--- src/rtl/stopwatch_pkg.sv ---
// Shared types and constants for the stopwatch core: FSM state encoding and BCD digit wrap limits.
package stopwatch_pkg;

    typedef enum logic [1:0] {
        ST_IDLE  = 2'd0,
        ST_RUN   = 2'd1,
        ST_PAUSE = 2'd2
    } state_t;

    localparam logic [3:0] LIM_DEC  = 4'd10;
    localparam logic [3:0] LIM_SEXT = 4'd6;

endpackage

--- src/rtl/stopwatch_if.sv ---
// Button pulses in, display digits and status out. The lap/lap_active pair exists only with STOPWATCH_LAP_EN.
interface stopwatch_if;
    logic        start_stop;
    logic        clear;
    logic [15:0] bcd;
    logic        running;
    logic        rollover;
`ifdef STOPWATCH_LAP_EN
    logic        lap;
    logic        lap_active;

    modport master (output start_stop, clear, lap,
                    input  bcd, running, rollover, lap_active);
    modport slave  (input  start_stop, clear, lap,
                    output bcd, running, rollover, lap_active);
`else
    modport master (output start_stop, clear,
                    input  bcd, running, rollover);
    modport slave  (input  start_stop, clear,
                    output bcd, running, rollover);
`endif
endinterface

--- src/rtl/claadder_gate.sv ---
// 4-bit carry-lookahead adder built from gate-level generate/propagate terms.
// Latency: combinational.
// Backpressure: none.
module claadder_gate (
    input  logic [3:0] a,
    input  logic [3:0] b,
    input  logic       cin,
    output logic [3:0] sum,
    output logic       cout
);
    logic [3:0] g;
    logic [3:0] p;
    logic [4:0] c;

    assign g = a & b;
    assign p = a ^ b;

    assign c[0] = cin;
    assign c[1] = g[0] | (p[0] & c[0]);
    assign c[2] = g[1] | (p[1] & g[0]) | (p[1] & p[0] & c[0]);
    assign c[3] = g[2] | (p[2] & g[1]) | (p[2] & p[1] & g[0]) | (p[2] & p[1] & p[0] & c[0]);
    assign c[4] = g[3] | (p[3] & g[2]) | (p[3] & p[2] & g[1]) | (p[3] & p[2] & p[1] & g[0])
                | (p[3] & p[2] & p[1] & p[0] & c[0]);

    assign sum  = p ^ c[3:0];
    assign cout = c[4];
endmodule

--- src/rtl/stopwatch_bcd_digit_stage.sv ---
// One BCD digit of the chain: adder increment, wrap at LIMIT, digit register.
// Latency: digit updates on the edge where cin is high; carry_out is combinational.
// Backpressure: none; clear overrides any increment.
module bcd_digit_stage
    import stopwatch_pkg::*;
#(
    parameter logic [3:0] LIMIT = LIM_DEC
) (
    input  logic       clk,
    input  logic       reset,
    input  logic       cin,
    input  logic       clear,
    output logic [3:0] digit,
    output logic       carry_out
);
    logic [3:0] sum;
    logic       cout;
    logic       wrap;

    claadder_gate u_add (
        .a    (digit),
        .b    (4'h0),
        .cin  (cin),
        .sum  (sum),
        .cout (cout)
    );

    // cout cannot rise for a valid BCD digit; folding it in keeps the wrap safe.
    assign wrap      = (sum == LIMIT) | cout;
    assign carry_out = cin & wrap;

    always_ff @(posedge clk or posedge reset) begin
        if (reset)
            digit <= 4'd0;
        else if (clear)
            digit <= 4'd0;
        else if (cin)
            digit <= wrap ? 4'd0 : sum;
    end
endmodule

--- src/rtl/stopwatch_core.sv ---
// Stopwatch timekeeping core: SS.hh BCD count, run/pause/clear FSM, optional lap freeze (STOPWATCH_LAP_EN).
// Latency: bcd moves on the tick edge; running follows the state register; rollover is a 1-cycle pulse after the wrap edge.
// Backpressure: none; button pulses are consumed in the cycle they arrive, clear wins over start_stop.
module stopwatch_core
    import stopwatch_pkg::*;
#(
    parameter int TICK_DIV = 1000000,
    parameter int CNT_W    = 20
) (
    input  logic        clk,
    input  logic        reset,
    stopwatch_if.slave  sw
);
    state_t           state;
    state_t           state_nx;
    logic [CNT_W-1:0] prescaler;
    logic             tick;
    logic [4:0]       carry;
    logic [15:0]      live;
    logic             rollover_q;

    assign tick = (state == ST_RUN) && (prescaler == CNT_W'(TICK_DIV - 1));

    always_ff @(posedge clk or posedge reset) begin
        if (reset)
            state <= ST_IDLE;
        else
            state <= state_nx;
    end

    always_comb begin
        state_nx = state;
        if (sw.clear) begin
            state_nx = ST_IDLE;
        end else if (sw.start_stop) begin
            case (state)
                ST_IDLE:  state_nx = ST_RUN;
                ST_RUN:   state_nx = ST_PAUSE;
                ST_PAUSE: state_nx = ST_RUN;
                default:  state_nx = ST_IDLE;
            endcase
        end
    end

    // Held in PAUSE so a resume finishes the partial tick.
    always_ff @(posedge clk or posedge reset) begin
        if (reset)
            prescaler <= '0;
        else if (sw.clear || state == ST_IDLE)
            prescaler <= '0;
        else if (state == ST_RUN)
            prescaler <= tick ? '0 : prescaler + 1'b1;
    end

    assign carry[0] = tick;

    bcd_digit_stage #(.LIMIT(LIM_DEC)) u_hund (
        .clk(clk), .reset(reset), .cin(carry[0]), .clear(sw.clear),
        .digit(live[3:0]), .carry_out(carry[1]));

    bcd_digit_stage #(.LIMIT(LIM_DEC)) u_tenth (
        .clk(clk), .reset(reset), .cin(carry[1]), .clear(sw.clear),
        .digit(live[7:4]), .carry_out(carry[2]));

    bcd_digit_stage #(.LIMIT(LIM_DEC)) u_sec_units (
        .clk(clk), .reset(reset), .cin(carry[2]), .clear(sw.clear),
        .digit(live[11:8]), .carry_out(carry[3]));

    bcd_digit_stage #(.LIMIT(LIM_SEXT)) u_sec_tens (
        .clk(clk), .reset(reset), .cin(carry[3]), .clear(sw.clear),
        .digit(live[15:12]), .carry_out(carry[4]));

    always_ff @(posedge clk or posedge reset) begin
        if (reset)
            rollover_q <= 1'b0;
        else
            rollover_q <= carry[4] & ~sw.clear;
    end

    assign sw.running  = (state == ST_RUN);
    assign sw.rollover = rollover_q;

`ifdef STOPWATCH_LAP_EN
    logic        lap_q;
    logic [15:0] lap_bcd;

    always_ff @(posedge clk or posedge reset) begin
        if (reset) begin
            lap_q   <= 1'b0;
            lap_bcd <= 16'h0000;
        end else if (sw.clear) begin
            lap_q   <= 1'b0;
        end else if (sw.lap && state != ST_IDLE) begin
            if (!lap_q)
                lap_bcd <= live;
            lap_q <= ~lap_q;
        end
    end

    assign sw.lap_active = lap_q;
    assign sw.bcd        = lap_q ? lap_bcd : live;
`else
    assign sw.bcd = live;
`endif
endmodule

--- src/flat_wrapper.sv ---
// flat-port wrapper written by rule: the top's interface ports become plain ports
module stopwatch_core_flat import stopwatch_pkg::*;
#(
    parameter int TICK_DIV = 1000000,
    parameter int CNT_W    = 20
)
  (clk, reset, sw_start_stop, sw_clear, sw_bcd, sw_running, sw_rollover);
  stopwatch_if sw_i ();
  input  logic clk;
  input  logic reset;
  input wire logic [$bits(sw_i.start_stop)-1:0] sw_start_stop;
  input wire logic [$bits(sw_i.clear)-1:0] sw_clear;
  output wire logic [$bits(sw_i.bcd)-1:0] sw_bcd;
  output wire logic [$bits(sw_i.running)-1:0] sw_running;
  output wire logic [$bits(sw_i.rollover)-1:0] sw_rollover;
  assign sw_i.start_stop = sw_start_stop;
  assign sw_i.clear = sw_clear;
  assign sw_bcd = sw_i.bcd;
  assign sw_running = sw_i.running;
  assign sw_rollover = sw_i.rollover;
  stopwatch_core #(.TICK_DIV(TICK_DIV), .CNT_W(CNT_W)) u_core (.clk(clk), .reset(reset), .sw(sw_i));
endmodule
--- config.mk ---
export PLATFORM = sky130hd
export DESIGN_NAME = stopwatch_core_flat
export DESIGN_NICKNAME = d
export VERILOG_FILES = /design/src/rtl/stopwatch_pkg.sv /design/src/rtl/stopwatch_if.sv /design/src/rtl/claadder_gate.sv /design/src/rtl/stopwatch_bcd_digit_stage.sv /design/src/rtl/stopwatch_core.sv /design/src/flat_wrapper.sv
export SDC_FILE = /design/constraint.sdc
export NUM_CORES = 1
export LEC_CHECK = 0
export ABC_AREA = 1
export BUFFER_PORTS_ARGS = -buffer_cell sky130_fd_sc_hd__clkbuf_2
export CAP_MARGIN = 20
export CORE_UTILIZATION = 62
export CTS_BUF_LIST = sky130_fd_sc_hd__clkbuf_2
export CTS_CLUSTER_DIAMETER = 200
export DETAILED_ROUTE_END_ITERATION = 16
export PLACE_DENSITY = 0.83
export REMOVE_ABC_BUFFERS = 1
export SLEW_MARGIN = 10
export SYNTH_ARGS = -nofsm -noshare
export SYNTH_HDL_FRONTEND = slang
export SYNTH_SLANG_ARGS = --single-unit
export TNS_END_PERCENT = 1
--- constraint.sdc ---
create_clock -name clk -period 5.58 [get_ports clk]
set_input_delay 0 -clock clk [delete_from_list [all_inputs] [get_ports clk]]
set_output_delay 0 -clock clk [all_outputs]
set_load 0.02 [all_outputs]
==> Word-level counts from Yosys, hierarchy flattened <==
Cells that the tools add are included.
{ "classes": {"n_addsub": 1, "n_eq_ne": 7, "mux": 18, "n_bitwise": 54, "reduce_logical": 10} }
{ "op_table": {"columns": ["operator", "count"], "rows": [
  ["2-to-1 mux 20 bit", 3],
  ["2-to-1 mux 4 bit", 12],
  ["AND 1 bit", 45],
  ["adder 20 x 1 -> 20 bit (second input constant)", 1],
  ["== test 20 bit (second input constant)", 1],
  ["XOR 4 bit", 4],
  ["== test 4 bit (second input constant)", 3],
  ["nonzero test 2 bit", 6],
  ["== test 4 x 3 -> 1 bit (second input constant)", 1],
  ["2-to-1 mux 2 bit", 2],
  ["bitwise OR 1 bit", 4],
  ["one-hot mux 2 bit (2 select lines)", 1],
  ["== test 2 x 1 -> 1 bit (second input constant)", 1],
  ["== test 2 bit (second input constant)", 1],
  ["logical NOT 2 bit", 1],
  ["OR reduction 2 bit", 1],
  ["logical AND 1 bit", 1],
  ["logical OR 1 bit", 1],
  ["NOT 1 bit", 1]
]} }
{ "word_totals": {"regBits": 39, "output_inout_bits": 18, "wordCells": 97} }

==> Longest topological paths before layout <==
Gate-level depths: netlist of run 1.
{ "logic_depth": {"ltp_word": 24, "mapped_depth": 35, "mapped_depth_nobuf": 35} }

==> Hierarchy <==
A second synthesis of run 1 with hierarchy kept.
{ "unflattened": {"cells_unflattened": 464, "hier_area_um2": 3136.8} }
{ "by_module_without_submodules": {"columns": ["mod", "n_inst", "cells_each", "area_per_inst_um2"], "rows": [
  ["stopwatch_core", 1, 204, 1450.1],
  ["bcd_digit_stage", 4, 34, 232.7],
  ["claadder_gate", 4, 31, 188.9]
]} }

==> Worst setup path before layout of run 1 <==
Ideal clock, no wire load.
{ "synth_path": {"path_kind": "register to register", "startpoint": "register u_core.prescaler[0]", "endpoint": "register u_core.u_sec_tens.digit[2]", "arrival_time_ns": 4.038, "required_time_ns": 5.455, "slack_ns": 1.417, "path_stages_with_launch": 33, "path_buffers": 0, "synth_period_minus_slack_ns": 4.163, "path_cell_list": "dfrtp_1 -> ha_1 -> nand2_1 -> nor2_2 -> nand3_1 -> nor2_1 -> nand2_1 -> inv_1 -> ha_1 -> or2_2 -> nand2_1 -> nand2_2 -> nor2_4 -> nand2_1 -> inv_1 -> ha_1 -> nor2_1 -> nand2_1 -> nand2_2 -> nand2_1 -> nor2_1 -> ha_1 -> xnor2_1 -> nor2_1 -> nand2_2 -> nand2_4 -> nand2_4 -> nor2_8 -> ha_1 -> xnor2_1 -> or2_2 -> o2111ai_1 -> nand2_1"} }
{ "synth_via": {"elab_chain_cells": 24, "elab_cells_between_ends": 37, "cone_classes": "5 x eq/ne; 3 x mux; 27 x bitwise; 2 x reduce/logical"} }
{ "synth_lines": {"columns": ["element", "line", "source"], "rows": [
  ["start: declaration", "stopwatch_core.sv:16", "logic [CNT_W-1:0] prescaler;"],
  ["start signal: assignment", "stopwatch_core.sv:52", "prescaler <= tick ? '0 : prescaler + 1'b1;"],
  ["== test 20 bit *", "stopwatch_core.sv:22", "assign tick = (state == ST_RUN) && (prescaler == CNT_W'(TICK_DIV - 1));"],
  ["logical AND 1 bit *", "stopwatch_core.sv:22", null],
  ["AND 1 bit (on tied branches)", "claadder_gate.sv:19, claadder_gate.sv:20, claadder_gate.sv:21", null],
  ["XOR 4 bit", "claadder_gate.sv:25", "assign sum = p ^ c[3:0];"],
  ["== test 4 bit", "stopwatch_bcd_digit_stage.sv:29", "assign wrap = (sum == LIMIT) | cout;"],
  ["bitwise OR 1 bit", "stopwatch_bcd_digit_stage.sv:29", null],
  ["AND 1 bit *", "stopwatch_bcd_digit_stage.sv:30", "assign carry_out = cin & wrap;"],
  ["AND 1 bit (on tied branches)", "claadder_gate.sv:19, claadder_gate.sv:20, claadder_gate.sv:21", null],
  ["[... 8 more ...]", null, null],
  ["AND 1 bit *", "stopwatch_bcd_digit_stage.sv:30", null],
  ["AND 1 bit (on tied branches)", "claadder_gate.sv:19, claadder_gate.sv:20, claadder_gate.sv:21", null],
  ["XOR 4 bit", "claadder_gate.sv:25", null],
  ["== test 4 x 3 -> 1 bit", "stopwatch_bcd_digit_stage.sv:29", null],
  ["bitwise OR 1 bit", "stopwatch_bcd_digit_stage.sv:29", null],
  ["2-to-1 mux 4 bit", "stopwatch_bcd_digit_stage.sv:38", "digit <= wrap ? 4'd0 : sum;"],
  ["2-to-1 mux 4 bit", "stopwatch_bcd_digit_stage.sv:37", "else if (cin)"],
  ["2-to-1 mux 4 bit", "stopwatch_bcd_digit_stage.sv:35", "else if (clear)"],
  ["end signal: assignment", "stopwatch_bcd_digit_stage.sv:38", null],
  ["end: declaration", "stopwatch_bcd_digit_stage.sv:13", "output logic [3:0] digit,"]
]} }
Mark *: on every way between the ends. The rest lies on a longest branch, timed or not. The select of a mux whose other input is x is not followed.
A chain may end at the register's enable or synchronous reset.

==> Final worst setup path of run 1 <==
Same ends and word-level chain as after synthesis.

==> out/metrics.cfg, run 1 <==
[status]
status = finished, final reports clean

[grt]
grt_util_met1 = 0.370
met2_usage = 0.432
grt_pass1_vias = 2019
grt_usage = 0.273
grt_first_pass_wirelength_um = 8760
grt_max_degree = 40
antenna_found_initial = 0
overflow = 0
busiest_layer = met2
grt_use_met3 = 0.0616

[sta]
final_hold_viol_count = 0
period_minus_slack_ns = 4.66
slew_headroom = 0.662
fin_setup_tns_ns = 0
fin_crit_sh = 0.836
finalSetupViolCount = 0
max_freq_mhz = 214
rsz0062_at_grt = no
clock_skew_ns = 0.0172
worst_pin_slew_ns = 0.503
slew_viol_final = 0
fin_ws_ns = 0.916

[clock_tree]
clk_pin_slew_ns = 0.19
cts-resized-gates = 0
clockBufferDepth = 2
cts_tree = built
clk_latency_ns = 0.40
cts-root-buf = clkbuf_2
cts_hold_buf = 3
cts_setup_buffers = 0
cts-buffers-inserted = 5
htree_levels = 2
clkSinkCount = 39

[yosys]
yosys_warnings = 0
synth-adder-area-share = 0.0255
syn_area_sq_mm = 0.00245
synth_compound_area_frac = 0.117
synth_top_family_by_area = simple AND/OR/NAND/NOR gates
synth_top_area_share = 0.398
syn-instance-count = 318
yosys-top-cells-area = dfrtp_1, nand2_1, inv_1
synth_top_area_cell = dfrtp_1
synth_xor_area_frac = 0.0393
yosys.area_share.simple = 0.334
synth_seq_cells = 39
yosysSeqAreaShare = 0.398
synth_cell_type_count = 37
syn_avg_cell_area_sq_um = 7.71
muxShareOfSynthArea = 0

[layout]
layout_common_cells = nand2_1, inv_1, dfrtp_1
regArea_sq_um = 976
antennaDiodeCount = 0
stdcell_count = 394
nNetsFinal = 356
area_growth_pct = 9.03
drive_gt1_frac = 0.194
nFillCells = 304
mostFrequentLayoutCell = nand2_1
multi_input_area_sq_mm = 0.00126

[placement]
post-place-ws_ns = 1.02
hpwl_um = 3840
port_buffers = 21
place.gp.congestion = 0.903
dp.cells = 385

[critical_path]
cpPeakStageDelay_ns = 0.44
critPathCaptureType = register
cp-start-kind = register
worstPathArrival_ns = 4.95
crit_path_start = u_core.prescaler[0]$_DFFE_PP0P_
cp_slowest_cell = dfrtp_1
cp_common_cell = nand2_1
worstPathRequired_ns = 5.87
r2r_start = u_core.prescaler[0]$_DFFE_PP0P_
cp_max_fo = 6
critical_path_class = register to register

[power_and_ir_drop]
p_leak_uw = 0.00129
p_per_area_mw_per_mm2 = 161
ir_worst_vdd_uv = 119

[die]
die_x_um = 64.9
start_util = 0.660
die_area_sq_mm = 0.00421
io_pins = 22
core_sq_mm = 0.00372
rows = 22
die_y_um = 64.9

[detailed_routing]
vias_per_cell = 5.56
drc = 0
wire_per_inst_um = 13.1
drt_iter0_drc = 146
antenna_left = 0
dr.pass1.iters = 4
vias = 2191
drt_wl_total_um = 5150

[flow_run]
maxCapViolCount = 0

[worst_hold_path]
hold_class = primary input to async pin

through the flow:
stage                     hold slack [ns]  instance area (sq um)  utilization  total power [uW]
after floorplan                    0.0653                   2440            -               307
after global placement              0.119                   2610        0.703               316
after detailed placement            0.125                   2610        0.703               316
after CTS                           0.228                   2670        0.720               433
after global routing                0.244                   2670        0.720               446
final                               0.207                   2670        0.720               431
layer usage:
layer	wire length, um	share of wire
met4	78	0.015
met2	2300	0.45
met5	0	0
met1	2500	0.48
met3	274	0.053
final cells by class:
cell class / count / share of cell area
Clock buffer: 6 / 0.0112
Timing Repair Buffer: 25 / 0.0533
Sequential cell: 39 / 0.365
Inverter: 53 / 0.0749
Tap cell: 48 / 0.0225
Multi-Input combinational cell: 223 / 0.473
sequential cells by signal (all words and copies together), names as in the netlist:
register	flops
u_core.prescaler	20
u_core.state	2
u_core.u_sec_units.digit	4
u_core.u_tenth.digit	4
u_core.u_hund.digit	4
u_core.sw.rollover	1
u_core.u_sec_tens.digit	4
worst max-delay path: cells and delay by family, from the launching register on:
kind                       cells  cell delay [ns]
adders and majority gates      5             1.02
AOI/OAI and AO/OA              1             0.18
DFF                            1             0.44
buffers and inverters          2             0.15
and+or+nand+nor               22             2.47
xor gates and xnor gates       2             0.29
path summary, 6_finish.rpt:
path	endpoint	depth (start not counted)	slack (ns)
max	u_core.u_sec_tens.digit[2]$_DFFE_PP0P_	32	0.92
min	u_core.prescaler[8]$_DFFE_PP0P_	4	0.21
max reg2reg	u_core.u_sec_tens.digit[2]$_DFFE_PP0P_	32	0.92
min reg2reg	u_core.prescaler[0]$_DFFE_PP0P_	1	0.56
max in group asynchronous	u_core.prescaler[13]$_DFFE_PP0P_	4	5.02
min in group clk	u_core.state[1]$_DFFE_PP0P_	3	0.35
synthesized netlist by cell type, drive strengths merged:
| cell | number |
|---|---|
| nand2 | 74 |
| inv | 51 |
| nor2 | 44 |
| dfrtp | 39 |
| nand3 | 20 |
| o21ai | 15 |
| nand4 | 10 |
| nor3 | 9 |
| o22ai | 9 |
| a21oi | 6 |
| xor2 | 6 |
| ha | 5 |
| xnor2 | 5 |
| a32o | 3 |
| clkbuf | 3 |
| o32ai | 3 |
| or2 | 3 |
| a22o | 2 |
| a31oi | 2 |
| clkinv | 2 |
| nor4 | 2 |
| a22oi | 1 |
| a2bb2oi | 1 |
| and3 | 1 |
| o2111ai | 1 |
| o21bai | 1 |
kinds of logic after synthesis:
kind of cell	Yosys count
AOI/OAI and AO/OA	44
xor gates and xnor gates	11
adders and majority gates	5
buffers and inverters	56
DFF	39
and+or+nand+nor	163
where the power goes:
group | internal, uW | leakage (uW) | switching, uW
combinational | 6.85 | 0.000727 | 19.6
sequential | 285 | 0.000543 | 1.48
clock | 28.3 | 0.0000249 | 90.2
Power figures use the tool's default switching activity.
==> run 2: changes to the inputs <==
- clock period: 5.58 -> 4.3 ns (I/O delays scaled with it)
==> run 2 against run 1 <==
Against the previous run: the flow now finishes with violations (negative setup slack); register-to-register slack worse by 1.0 ns; count of clock-buffer cells in the layout stayed put; utilization grew 13 points; critical path type unchanged.
==> out/metrics.cfg, run 2 (synthesis gave the netlist of run 1 again) <==
[clock_tree]
clockBufferDepth = 2  ; unchanged
clk_pin_slew_ns = 0.22  ; was 0.19 ns
cts_tree = built  ; unchanged
clkSinkCount = 39  ; unchanged
cts-buffers-inserted = 5  ; unchanged
htree_levels = 2  ; unchanged
clk_latency_ns = 0.42  ; was 0.40 ns
cts-root-buf = clkbuf_2  ; unchanged

[critical_path]
cpPeakStageDelay_ns = 0.44  ; about the same
cp-start-kind = register  ; unchanged
worstPathRequired_ns = 4.62  ; was 5.87 ns
critPathCaptureType = register  ; unchanged
worstPathArrival_ns = 4.72  ; was 4.95 ns
critical_path_class = register to register  ; unchanged
cp_max_fo = 3  ; was 6
r2r_start = u_core.prescaler[1]$_DFFE_PP0P_  ; was u_core.prescaler[0]$_DFFE_PP0P_
cp_common_cell = nand2_4  ; was nand2_1
cp_slowest_cell = dfrtp_1  ; unchanged
crit_path_start = u_core.prescaler[1]$_DFFE_PP0P_  ; was u_core.prescaler[0]$_DFFE_PP0P_

[layout]
largest_register_ffs = 20  ; unchanged
largest-register = u_core.prescaler  ; unchanged
final_area_sq_mm = 0.00314  ; was 0.00267 sq mm
antennaDiodeCount = 0  ; unchanged
layout_common_cells = nand2_1, inv_1, dfrtp_1  ; unchanged
nFillCells = 211  ; was 304
area_growth_pct = 28.2  ; was 9.03%
nNetsFinal = 393  ; was 356
drive_gt1_frac = 0.330  ; was 0.194
mostFrequentLayoutCell = nand2_1  ; unchanged

[detailed_routing]
wire_per_inst_um = 17.2  ; was 13.1 um
drt_iter0_drc = 332  ; was 146
drt_wl_total_um = 7470  ; was 5150 um
vias = 2686  ; was 2,191
dr.pass1.iters = 7  ; was 4
antenna_left = 0  ; unchanged
vias_per_cell = 6.20  ; was 5.56
drc = 0  ; unchanged

[worst_hold_path]
hold_class = primary input to async pin  ; unchanged

[die]
die_area_sq_mm = 0.00421  ; unchanged
die_y_um = 64.9  ; unchanged
die_x_um = 64.9  ; unchanged
io_pins = 22  ; unchanged
core_sq_mm = 0.00372  ; unchanged
start_util = 0.660  ; unchanged
rows = 22  ; unchanged

[sta]
final_hold_viol_count = 0  ; unchanged
slew_headroom = 0.633  ; was 0.662
slew_viol_final = 0  ; unchanged
period_minus_slack_ns = 4.40  ; was 4.66 ns
clock_skew_ns = 0.0306  ; was 0.0172 ns
fin_ws_ns = -0.0991  ; was 0.916 ns
hold_ws_ns = 0.201  ; was 0.207 ns
max_freq_mhz = 227  ; was 214 MHz
fin_crit_sh = 1.02  ; was 0.836
finalSetupViolCount = 1  ; was 0
worst_pin_slew_ns = 0.545  ; was 0.503 ns
rsz0062_at_grt = yes  ; was no

[placement]
post-place-ws_ns = -0.200  ; was 1.02 ns
place.gp.congestion = 0.862  ; was 0.903
dpl_cell_area_sq_mm = 0.00272  ; was 0.00261 sq mm
port_buffers = 21  ; unchanged
hpwl_um = 4300  ; was 3840 um

[grt]
antenna_found_initial = 0  ; unchanged
overflow = 0  ; unchanged
grt_first_pass_wirelength_um = 11100  ; was 8760 um
grt_usage = 0.347  ; was 0.273
grt_max_degree = 40  ; unchanged
grt_pass1_vias = 2392  ; was 2,019

[status]
status = finished with violations  ; was finished, final reports clean
violations = negative setup slack

[flow_run]
maxCapViolCount = 0  ; unchanged

[power_and_ir_drop]
ir_worst_vdd_uv = 147  ; was 119 uV
p_leak_uw = 0.00153  ; was 0.00129 uW
p_per_area_mw_per_mm2 = 184  ; was 161 mW/mm^2

[run 2: worst paths after layout]
kind	slack, ns	cells past startpoint	end
hold reg to reg	0.56	2	u_core.state[0]$_DFFE_PP0P_
hold / removal	0.20	4	u_core.prescaler[0]$_DFFE_PP0P_
max in group asynchronous	3.72	4	u_core.prescaler[9]$_DFFE_PP0P_
min in group clk	0.34	3	u_core.state[1]$_DFFE_PP0P_
setup reg to reg	-0.1	33	u_core.u_sec_tens.digit[2]$_DFFE_PP0P_
setup / recovery	-0.1	33	u_core.u_sec_tens.digit[2]$_DFFE_PP0P_
[run 2: final cells by class]
type / instances / area (sq um) / area share
sequential: 39 / 976 / 0.310
clock inverter: 2 / 7.51 / 0.00239
timing repair buffer: 62 / 424 / 0.135
tap: 48 / 60.1 / 0.0191
multi-input combinational: 223 / 1450 / 0.460
clock buffer: 6 / 30.0 / 0.00955
inverter: 53 / 200 / 0.0637
[run 2: report_power, final]
group          switching [uW]  internal, uW  leakage [uW]
Combinational            28.6          12.0      0.000961
Sequential               1.69           370      0.000543
Clock                     127          39.1     0.0000281
Total                     157           421       0.00153
[run 2: worst max-delay path, delay by kind of cell (launching register included)]
kind	cells	cell delay, ns
AND/OR/NAND/NOR	22	2.36
adder cells (fa/ha/maj)	5	0.87
flip-flops	1	0.44
XOR/XNOR	3	0.24
AO/OA/AOI/OAI	1	0.18
buffers and inverters	2	0.17
[run 2: layer usage]
layer / GRT usage / vias to the layer above / wire length (um)
met5: 0 / - / 0
met4: 0.181 / 0 / 485
met3: 0.0651 / 65 / 588
met2: 0.551 / 189 / 3490
met1: 0.446 / 1252 / 2910
li1: - / 1180 / -
[run 2: repair_timing]
item	4_1_cts	5_1_grt
hold buffers	3	0
gates cloned	0	0
pin swaps	12	25
hold endpoints to repair	44	0
resized for setup	22	14
endpoints found under the setup margin	4	4
buffers inserted	13	13
[run 2: through the flow]
| step | TNS [ns] | util | std cells | power, uW |
|---|---|---|---|---|
| after floorplan | 0 | - | 315 | 399 |
| after global placement | 0 | 0.732 | 399 | 412 |
| after detailed placement | -0.452 | 0.732 | 399 | 413 |
| after CTS | 0 | 0.806 | 423 | 574 |
| after global routing | -0.539 | 0.846 | 433 | 592 |
| final | -0.0991 | 0.846 | 433 | 578 |
